<file path="src/rtl/pulse_sync_multi.sv">
// rtl/pulse_sync_multi.sv - multi-channel toggle-to-event synchroniser with per-channel pending counters
//
// Purpose:
//   Each channel receives events from an unrelated source domain encoded as
//   level toggles on tgl_in. The toggle is resynchronised into clk, edge
//   detected, and added to a per-channel pending counter. Pending events are
//   handed to the consumer one at a time over a valid/ready handshake, so
//   bursts are never lost while the consumer stalls (up to 2^CNT_W-1 pending).
//
// Ports:
//   clk        destination clock
//   rst        synchronous active-high reset (counters and overflow flags)
//   tgl_in     per-channel asynchronous toggle, every level change is one event
//   evt_valid  channel has at least one pending event
//   evt_ready  consumer takes one event from the channel this cycle
//   evt_cnt    pending count, channel i at [i*CNT_W +: CNT_W]
//   ovf        sticky per-channel overflow (event arrived while counter full)
//   ovf_clr    clears the channel's overflow flag (a same-cycle overflow wins)
//
// Optional feature macro: PULSE_SYNC_MULTI_FILT_EN
//   When defined, a synchronised toggle must be stable for two consecutive
//   cycles before it is accepted, rejecting single-cycle glitches at the cost
//   of one extra cycle of latency.

module pulse_sync_multi #(
    parameter int CH          = 4,
    parameter int SYNC_STAGES = 2,
    parameter int CNT_W       = 4
) (
    input  logic                clk,
    input  logic                rst,
    input  logic [CH-1:0]       tgl_in,
    output logic [CH-1:0]       evt_valid,
    input  logic [CH-1:0]       evt_ready,
    output logic [CH*CNT_W-1:0] evt_cnt,
    output logic [CH-1:0]       ovf,
    input  logic [CH-1:0]       ovf_clr
);

    localparam logic [CNT_W-1:0] CNT_ONE = {{(CNT_W-1){1'b0}}, 1'b1};

    // Synchroniser chain, index 0 is the first capture flop. Deliberately
    // not reset: it must keep tracking tgl_in through reset so that a static
    // level at reset exit does not look like a toggle.
    logic [CH-1:0][SYNC_STAGES-1:0] sync_q;
    logic [CH-1:0]                  sync_last;
    logic [CH-1:0]                  hist_q;
    logic [CH-1:0]                  tgl_det;

    always_ff @(posedge clk) begin
        for (int i = 0; i < CH; i++) begin
            sync_q[i] <= {sync_q[i][SYNC_STAGES-2:0], tgl_in[i]};
        end
    end

    always_comb begin
        sync_last = '0;
        for (int i = 0; i < CH; i++) begin
            sync_last[i] = sync_q[i][SYNC_STAGES-1];
        end
    end

`ifdef PULSE_SYNC_MULTI_FILT_EN
    // A candidate change (sync_last != hist) must persist into a second
    // cycle before acceptance. Since the signal is one bit, "differs from
    // hist on two consecutive cycles with hist unchanged" implies the same
    // new value both cycles.
    logic [CH-1:0] cand;
    logic [CH-1:0] accept;
    logic [CH-1:0] pend_q;

    assign cand   = sync_last ^ hist_q;
    assign accept = cand & pend_q;

    always_ff @(posedge clk) begin
        if (rst) begin
            // Track the input during reset so toggles landing now are dropped.
            hist_q <= sync_last;
            pend_q <= '0;
        end else begin
            for (int i = 0; i < CH; i++) begin
                if (accept[i]) begin
                    hist_q[i] <= sync_last[i];
                end
            end
            pend_q <= cand & ~accept;
        end
    end

    assign tgl_det = accept & {CH{~rst}};
`else
    // History follows the synchroniser every cycle, including during reset;
    // only the detect result is masked while rst is high.
    always_ff @(posedge clk) begin
        hist_q <= sync_last;
    end

    assign tgl_det = (sync_last ^ hist_q) & {CH{~rst}};
`endif

    // Pending counters and sticky overflow.
    logic [CH-1:0][CNT_W-1:0] cnt_q;
    logic [CH-1:0][CNT_W-1:0] cnt_d;
    logic [CH-1:0]            ovf_q;
    logic [CH-1:0]            ovf_d;
    logic [CH-1:0]            valid;

    always_comb begin
        valid = '0;
        for (int i = 0; i < CH; i++) begin
            valid[i] = |cnt_q[i];
        end
    end

    always_comb begin
        cnt_d = cnt_q;
        ovf_d = ovf_q;
        for (int i = 0; i < CH; i++) begin
            logic inc;
            logic dec;
            logic ovf_set;
            inc     = tgl_det[i];
            dec     = valid[i] & evt_ready[i];
            ovf_set = 1'b0;
            if (inc && !dec) begin
                if (&cnt_q[i]) begin
                    // Counter full: the event is dropped and flagged.
                    ovf_set = 1'b1;
                end else begin
                    cnt_d[i] = cnt_q[i] + CNT_ONE;
                end
            end else if (dec && !inc) begin
                cnt_d[i] = cnt_q[i] - CNT_ONE;
            end
            // Set has priority over clear so a same-cycle overflow is kept.
            ovf_d[i] = ovf_set | (ovf_q[i] & ~ovf_clr[i]);
        end
    end

    always_ff @(posedge clk) begin
        if (rst) begin
            cnt_q <= '0;
            ovf_q <= '0;
        end else begin
            cnt_q <= cnt_d;
            ovf_q <= ovf_d;
        end
    end

    assign evt_valid = valid;
    assign evt_cnt   = cnt_q;
    assign ovf       = ovf_q;

endmodule

</file>
<file path="config.mk">
export PLATFORM = sky130hd
export DESIGN_NAME = pulse_sync_multi
export DESIGN_NICKNAME = d
export VERILOG_FILES = /design/src/rtl/pulse_sync_multi.sv
export SDC_FILE = /design/constraint.sdc
export NUM_CORES = 1
export LEC_CHECK = 0
export BUFFER_PORTS_ARGS = -buffer_cell sky130_fd_sc_hd__buf_4
export CELL_PAD_IN_SITES_DETAIL_PLACEMENT = 1
export CELL_PAD_IN_SITES_GLOBAL_PLACEMENT = 2
export CORE_MARGIN = 2
export CORE_UTILIZATION = 29
export CTS_CLUSTER_SIZE = 30
export DETAILED_ROUTE_END_ITERATION = 10
export GPL_ROUTABILITY_DRIVEN = 0
export PLACE_DENSITY = 0.69
export REMOVE_ABC_BUFFERS = 1
export SLEW_MARGIN = 5
export SYNTH_ARGS = -nofsm -noshare
export SYNTH_HDL_FRONTEND = slang
export SYNTH_SLANG_ARGS = --single-unit
</file>
<file path="constraint.sdc">
create_clock -name clk -period 2.5 [get_ports clk]
set_input_delay 0.25 -clock clk [delete_from_list [all_inputs] [get_ports clk]]
set_output_delay 0.25 -clock clk [all_outputs]
set_load 0.02 [all_outputs]
</file>
==> results.ini, run 1 <==
[place]
pre_cts_slack_ns = 0.0108
portBuffers = 37
dp_hpwl_mm = 3.19

[global_routing]
grt_pass1_wl_mm = 7.10
antenna_found_initial = 0
grtUsageTotal = 0.146
grt_max_degree = 24
grt_overflow = 0
grt_pass1_vias = 1535

[setup_path]
worst-path-buf-inv = 1
cp.required_ns = 2.67
cp.arrival_ns = 2.56
ff2ff_setup_slack_ns = 0.11
r2r-start = evt_cnt[7]$_SDFFE_PP0P_
crit_chain = o41a_1, nor3_2, inv_1, ha_1, a21o_1, a21oi_1, mux2i_1, mux2_2
cp_max_fo = 2
cp_slowest_cell = o41a_1
reg2reg_depth = 8
slowest_delay_ns = 0.46
crit_cells = 8
reg2reg_to = evt_cnt[7]$_SDFFE_PP0P_
start_kind = flip-flop
path_class = reg -> reg
crit_path_end_kind = flip-flop
path_delay_family = compound AO/OA/AOI/OAI gates

[routing]
drt_iter0_drc = 13
via_count = 1417
viasPerCell = 4.80
postRouteAntennaNets = 0
first_pass_iters = 2
routed_wl_mm = 4.14
routedWlPerCell_um = 14.0
drc_errors = 0

[floorplanning]
dieArea_um2 = 6170
die_h_um = 78.6
ios = 38
core_area_um2 = 5440
start_util = 0.297
rows = 27
fp.dieW_um = 78.6

[sta]
clock.fmax_mhz = 418
rsz0062_at_grt = false
final.min_clock_period_ns = 2.39
fin_skew_ns = 0.00770
finalSetupViolations = 0
hold_viol = 0
tightest_slew_ns = 0.456
setup_ws_ns = 0.109
maxSlewHeadroom = 0.694
post-route-period-util = 0.956
slew_viol_final = 0

[yosys]
syn_area_per_cell_um2 = 10.4
synth_edf_count = 0
synth_area_leaders = dfxtp_1 40%, ha_1 6.2%, fa_1 5.0%
synthTopCellsByCount = 32 x dfxtp_1, 12 x a21oi_1, 10 x nor2_1
ys_ff_latch = 32
ys_types = 33
yosys_warnings = 0
yosysMostFrequentCell = dfxtp_1
synth_area_leader_cell = dfxtp_1
syn_area_um2 = 1610
seq_area_frac_synth = 0.397
postSynth.asyncResetShare = 0
ys.flop_type = dfxtp_1
netlist.area_leader.share = 0.397
netlist_instances = 155

[cts]
clkSlewWorstSetupHoldPaths_ns = 0.07
worstSkewPairLatency_ns = 0.28
h-tree-depth = 2
clockRootBuffer = clkbuf_8
clockBufferDepth = 2
cts_tree = built
cts_hold_buf = 0
cts.sinks = 32
numCtsBuffers = 5

[hold_path]
min_from = tgl_in[1]
hold_path_class = in -> reg
holdPathEnd = sync_q[2]$_DFF_P_
hold_depth = 1

[run]
maxCapViolCount = 0

[cells_and_area]
fillers = 642
n_antenna_cell = 0
area_growth_pct = 42.8
nets = 248
drive_gt1_frac = 0.408

[run_status]
status = finished, final reports clean

[power_and_ir_drop]
cellPowerDensity_nw_per_um2 = 1280
p_leak_uw = 0.00103
total_power_uw = 2940
peakVddDrop_mv = 0.443

==> per-layer routing <==
layer / routed length (µm) / track usage / vias up
li1: - / - / 707
met5: 0 / 0 / -
met3: 132 / 0.0345 / 5
met1: 1920 / 0.181 / 679
met4: 40 / 0.0421 / 0
met2: 2040 / 0.251 / 26
==> layout by cell type (no fill, tap or decap), drive strengths merged, types with 5 or more instances in the layout <==
master / n
dfxtp: 32
xnor2: 6
nor3: 6
ha: 8
nor2b: 8
mux2i: 6
buf: 64
nor2: 10
inv: 5
clkbuf: 5
o21ai: 8
a21oi: 12
==> sequential cells by signal, indices dropped and copies added (netlist names) <==
register	cells
hist_q	4
evt_cnt	16
sync_last	4
ovf	4
sync_q	4
==> power breakdown <==
group          internal [µW]  switching [µW]
sequential               633            71.6
combinational            866             880
clock                    295             199
total                   1790            1150
==> worst reg2reg max path, stage by stage (launching register included) <==
cell	delay, ns
dfxtp_1	0.32
o41a_1	0.46
nor3_2	0.21
inv_1	0.08
ha_1	0.28
a21o_1	0.19
a21oi_1	0.18
mux2i_1	0.22
mux2_2	0.34
==> area by class of cell <==
| type | count | area (µm²) | share of cell area |
|---|---|---|---|
| clock buffer | 5 | 68.8 | 0.0299 |
| multi-input combinational | 114 | 962 | 0.418 |
| timing repair buffer | 64 | 480 | 0.209 |
| clock inverter | 3 | 42.5 | 0.0185 |
| sequential | 32 | 641 | 0.278 |
| tap | 72 | 90.1 | 0.0391 |
| inverter | 5 | 18.8 | 0.00815 |
==> stage by stage <==
| step | utilization | area [µm²] | setup TNS [ns] | hold WS (ns) | std cells |
|---|---|---|---|---|---|
| 2_1_floorplan | - | 1590 | -0.0859 | 0.278 | 151 |
| 3_3_place_gp | 0.397 | 2160 | -0.00161 | 0.311 | 286 |
| 3_5_place_dp | 0.397 | 2160 | 0 | 0.315 | 286 |
| 4_1_cts | 0.418 | 2270 | 0 | 0.0546 | 294 |
| 5_1_grt | 0.424 | 2300 | 0 | 0.0443 | 295 |
| 6_report | 0.424 | 2300 | 0 | 0.0659 | 295 |
==> repair_timing <==
item,4_1_cts,5_1_grt
pin swaps,0,3
setup buffers,0,1
gates resized for setup,1,5
endpoints found under the setup margin,1,4
==> worst max-delay path by stage <==
stage                                        start                  endpoint  slack [ns]
after floorplan            evt_cnt[4]$_SDFFE_PP0P_   evt_cnt[7]$_SDFFE_PP0P_       -0.04
after global placement     evt_cnt[2]$_SDFFE_PP0P_   evt_cnt[3]$_SDFFE_PP0P_      -0.002
after detailed placement   evt_cnt[2]$_SDFFE_PP0P_   evt_cnt[3]$_SDFFE_PP0P_        0.01
after CTS                 evt_cnt[12]$_SDFFE_PP0P_  evt_cnt[15]$_SDFFE_PP0P_        0.01
after global routing       evt_cnt[2]$_SDFFE_PP0P_   evt_cnt[3]$_SDFFE_PP0P_       0.007
final                      evt_cnt[7]$_SDFFE_PP0P_   evt_cnt[7]$_SDFFE_PP0P_        0.11
==> cells by family after synthesis <==
| family | after synthesis | synth area share |
|---|---|---|
| and+or+nand+nor | 48 | 0.209 |
| buffers and inverters | 9 | 0.0233 |
| adders and majority gates | 12 | 0.112 |
| DFF | 32 | 0.397 |
| xor gates and xnor gates | 8 | 0.0434 |
| AOI/OAI and AO/OA | 36 | 0.150 |
| muxes | 10 | 0.0652 |
No activity file was read; power rests on OpenSTA's default activity.
==> run 2, diff against run 1 <==
--- a/config.mk
+++ b/config.mk
@@ -6,14 +6,12 @@
 export NUM_CORES = 1
 export LEC_CHECK = 0
 export BUFFER_PORTS_ARGS = -buffer_cell sky130_fd_sc_hd__buf_4
-export CELL_PAD_IN_SITES_DETAIL_PLACEMENT = 1
-export CELL_PAD_IN_SITES_GLOBAL_PLACEMENT = 2
 export CORE_MARGIN = 2
-export CORE_UTILIZATION = 29
+export CORE_UTILIZATION = 47
 export CTS_CLUSTER_SIZE = 30
 export DETAILED_ROUTE_END_ITERATION = 10
 export GPL_ROUTABILITY_DRIVEN = 0
-export PLACE_DENSITY = 0.69
+export PLACE_DENSITY = 0.7
 export REMOVE_ABC_BUFFERS = 1
 export SLEW_MARGIN = 5
 export SYNTH_ARGS = -nofsm -noshare
==> run 2 against run 1 <==
Combinational power is 7% lower. Critical path type unchanged. Register-to-register slack hardly changed. Final cell count is 9.2% lower. Design area is 3.9% lower. Via count stayed put. Power is 9.8% lower. Die area is 37% lower. Count of clock-buffer cells in the layout is 3 higher. Routed wire length is 16% lower. Hold slack better by 0.16 ns.
==> results.ini, run 2 (same netlist as run 1, synthesis figures left out) <==
[hold_path]
holdPathEnd = ovf[2]$_SDFF_PP0_  ; was sync_q[2]$_DFF_P_
min_from = ovf_clr[2]  ; was tgl_in[1]
hold_path_class = in -> reg  ; unchanged
hold_depth = 4  ; was 1

[setup_path]
cp.arrival_ns = 2.60  ; was 2.56 ns
cp_slowest_cell = o41a_1  ; unchanged
path_class = reg -> reg  ; unchanged
reg2reg_to = evt_cnt[11]$_SDFFE_PP0P_  ; was evt_cnt[7]$_SDFFE_PP0P_
start_kind = flip-flop  ; unchanged
cp_max_fo = 6  ; was 2
crit_path_end_kind = flip-flop  ; unchanged
slowest_delay_ns = 0.46  ; about the same
cp.required_ns = 2.72  ; was 2.67 ns
reg2reg_depth = 8  ; unchanged
ff2ff_setup_slack_ns = 0.12  ; was 0.11 ns
crit_chain = o41a_1, nor3_2, inv_1, ha_1, a21o_1, a21oi_1, mux2i_1, mux2_2  ; unchanged
r2r-start = evt_cnt[11]$_SDFFE_PP0P_  ; was evt_cnt[7]$_SDFFE_PP0P_

[power_and_ir_drop]
cellPowerDensity_nw_per_um2 = 1200  ; was 1280 nW/µm²
total_power_uw = 2660  ; was 2940 µW
sw_frac_of_total = 0.404  ; was 0.391
pwr-share-seq = 0.272  ; was 0.239
combinationalPowerShare = 0.612  ; was 0.593
peakVddDrop_mv = 0.527  ; was 0.443 mV
internal_power_uw = 1580  ; was 1790 µW
p_leak_uw = 0.000996  ; was 0.00103 µW
p_sw_uw = 1070  ; was 1150 µW
power_frac_clock = 0.116  ; was 0.168

[place]
pre_cts_slack_ns = 0.0256  ; was 0.0108 ns
place_area_um2 = 2080  ; was 2160 µm²
portBuffers = 37  ; unchanged
dp.cells = 254  ; was 286
dp_hpwl_mm = 2.53  ; was 3.19 mm

[global_routing]
grtUsageTotal = 0.187  ; was 0.146
grt_overflow = 0  ; unchanged
grt_pass1_wl_mm = 5.89  ; was 7.10 mm
grt_pass1_vias = 1381  ; was 1535
grt_max_degree = 23  ; was 24
antenna_found_initial = 0  ; unchanged

[cells_and_area]
fin_util = 0.669  ; was 0.424
area_growth_pct = 37.2  ; was 42.8%
final_area_um2 = 2210  ; was 2300 µm²
layout_common_cells = 59 x buf_4, 32 x dfxtp_1, 12 x a21oi_1, 10 x nor2_1  ; was 64 x buf_4, 32 x dfxtp_1, 10 x a21oi_1, 10 x nor2_1
n_antenna_cell = 0  ; unchanged
nets = 247  ; was 248
layout_commonest_cell = buf_4  ; unchanged
stdcell_count = 268  ; was 295
drive_gt1_frac = 0.369  ; was 0.408
largest_reg_flops = 16  ; unchanged

[routing]
routedWlPerCell_um = 13.0  ; was 14.0 µm
drt_iter0_drc = 72  ; was 13
first_pass_iters = 4  ; was 2
via_count = 1417  ; unchanged
drc_errors = 0  ; unchanged
viasPerCell = 5.29  ; was 4.80
postRouteAntennaNets = 0  ; unchanged
routed_wl_mm = 3.48  ; was 4.14 mm

[cts]
worstSkewPairLatency_ns = 0.34  ; was 0.28 ns
cts.sinks = 32  ; unchanged
h-tree-depth = 2  ; unchanged
numCtsBuffers = 5  ; unchanged
clockRootBuffer = clkbuf_4  ; was clkbuf_8
clkSlewWorstSetupHoldPaths_ns = 0.09  ; was 0.07 ns
cts_tree = built  ; unchanged
clockBufferDepth = 2  ; unchanged

[floorplanning]
rows = 21  ; was 27
core_area_um2 = 3310  ; was 5440 µm²
dieArea_um2 = 3920  ; was 6170 µm²
fp.dieW_um = 62.6  ; was 78.6 µm
ios = 38  ; unchanged
start_util = 0.487  ; was 0.297
die_h_um = 62.6  ; was 78.6 µm

[sta]
setup_ws_ns = 0.120  ; was 0.109 ns
final.min_clock_period_ns = 2.38  ; was 2.39 ns
fin_skew_ns = 0.0153  ; was 0.00770 ns
clock.fmax_mhz = 420  ; was 418 MHz
post-route-period-util = 0.952  ; was 0.956
tightest_slew_ns = 0.482  ; was 0.456 ns
hold_viol = 0  ; unchanged
finalSetupViolations = 0  ; unchanged
maxSlewHeadroom = 0.676  ; was 0.694
slew_viol_final = 0  ; unchanged

[run_status]
status = finished, final reports clean  ; unchanged

[run]
maxCapViolCount = 0  ; unchanged

-- run 2: how the worst max path moves through the flow --
stage | from | to | cells past startpoint | slack [ns]
final | evt_cnt[11]$_SDFFE_PP0P_ | evt_cnt[11]$_SDFFE_PP0P_ | 8 | 0.12
after global routing | evt_cnt[11]$_SDFFE_PP0P_ | evt_cnt[11]$_SDFFE_PP0P_ | 8 | -0.005
after CTS | evt_cnt[12]$_SDFFE_PP0P_ | evt_cnt[15]$_SDFFE_PP0P_ | 8 | 0.02
after detailed placement | evt_cnt[3]$_SDFFE_PP0P_ | evt_cnt[3]$_SDFFE_PP0P_ | 8 | 0.03
after global placement | evt_cnt[3]$_SDFFE_PP0P_ | evt_cnt[3]$_SDFFE_PP0P_ | 8 | 0.02
after floorplan | evt_cnt[4]$_SDFFE_PP0P_ | evt_cnt[7]$_SDFFE_PP0P_ | 8 | -0.04
-- run 2: layout make-up --
class                           count  area [µm²]
Tap cell                           46        57.6
Multi-Input combinational cell    114         955
Timing Repair Buffer               63         483
Fill cell                         301        1100
Sequential cell                    32         641
Inverter                            5        18.8
Clock buffer                        8        58.8
-- run 2: power by group through the flow --
| stage | combinational, µW | clock (µW) | sequential [µW] |
|---|---|---|---|
| after detailed placement | 1600 | 0 | 729 |
| after CTS | 1620 | 320 | 718 |
| after global routing | 1790 | 346 | 736 |
| after global placement | 1560 | 0 | 726 |
| final | 1630 | 309 | 722 |
| after floorplan | 784 | 0 | 929 |
-- run 2: through the flow --
stage	TNS, ns	hold slack (ns)
final	0	0.223
after global routing	-0.00454	0.226
after CTS	0	0.00410
after detailed placement	0	0.313
after global placement	0	0.310
after floorplan	-0.0859	0.278
-- run 2: what timing repair did --
item / 4_1_cts / 5_1_grt
hold buffers: 0 / 4
pin swaps: 0 / 5
setup buffers: 0 / 2
hold endpoints to repair: 0 / 4
endpoints found under the setup margin: 1 / 4
gates resized for setup: 1 / 3
-- run 2: metal layers --
layer	up-vias	track usage	routed length (µm)
li1	701	-	-
met1	683	0.230	1540
met2	27	0.312	1750
met3	6	0.0505	128
met4	0	0.0750	57
met5	-	0	0
-- run 2: critical path: cells and delay by family (launching register included) --
family / cells / cell delay, ns
compound gates: 3 / 0.80
fa+ha+maj: 1 / 0.29
buf+inv: 1 / 0.12
flops: 1 / 0.35
mux: 2 / 0.55
simple gates: 1 / 0.16
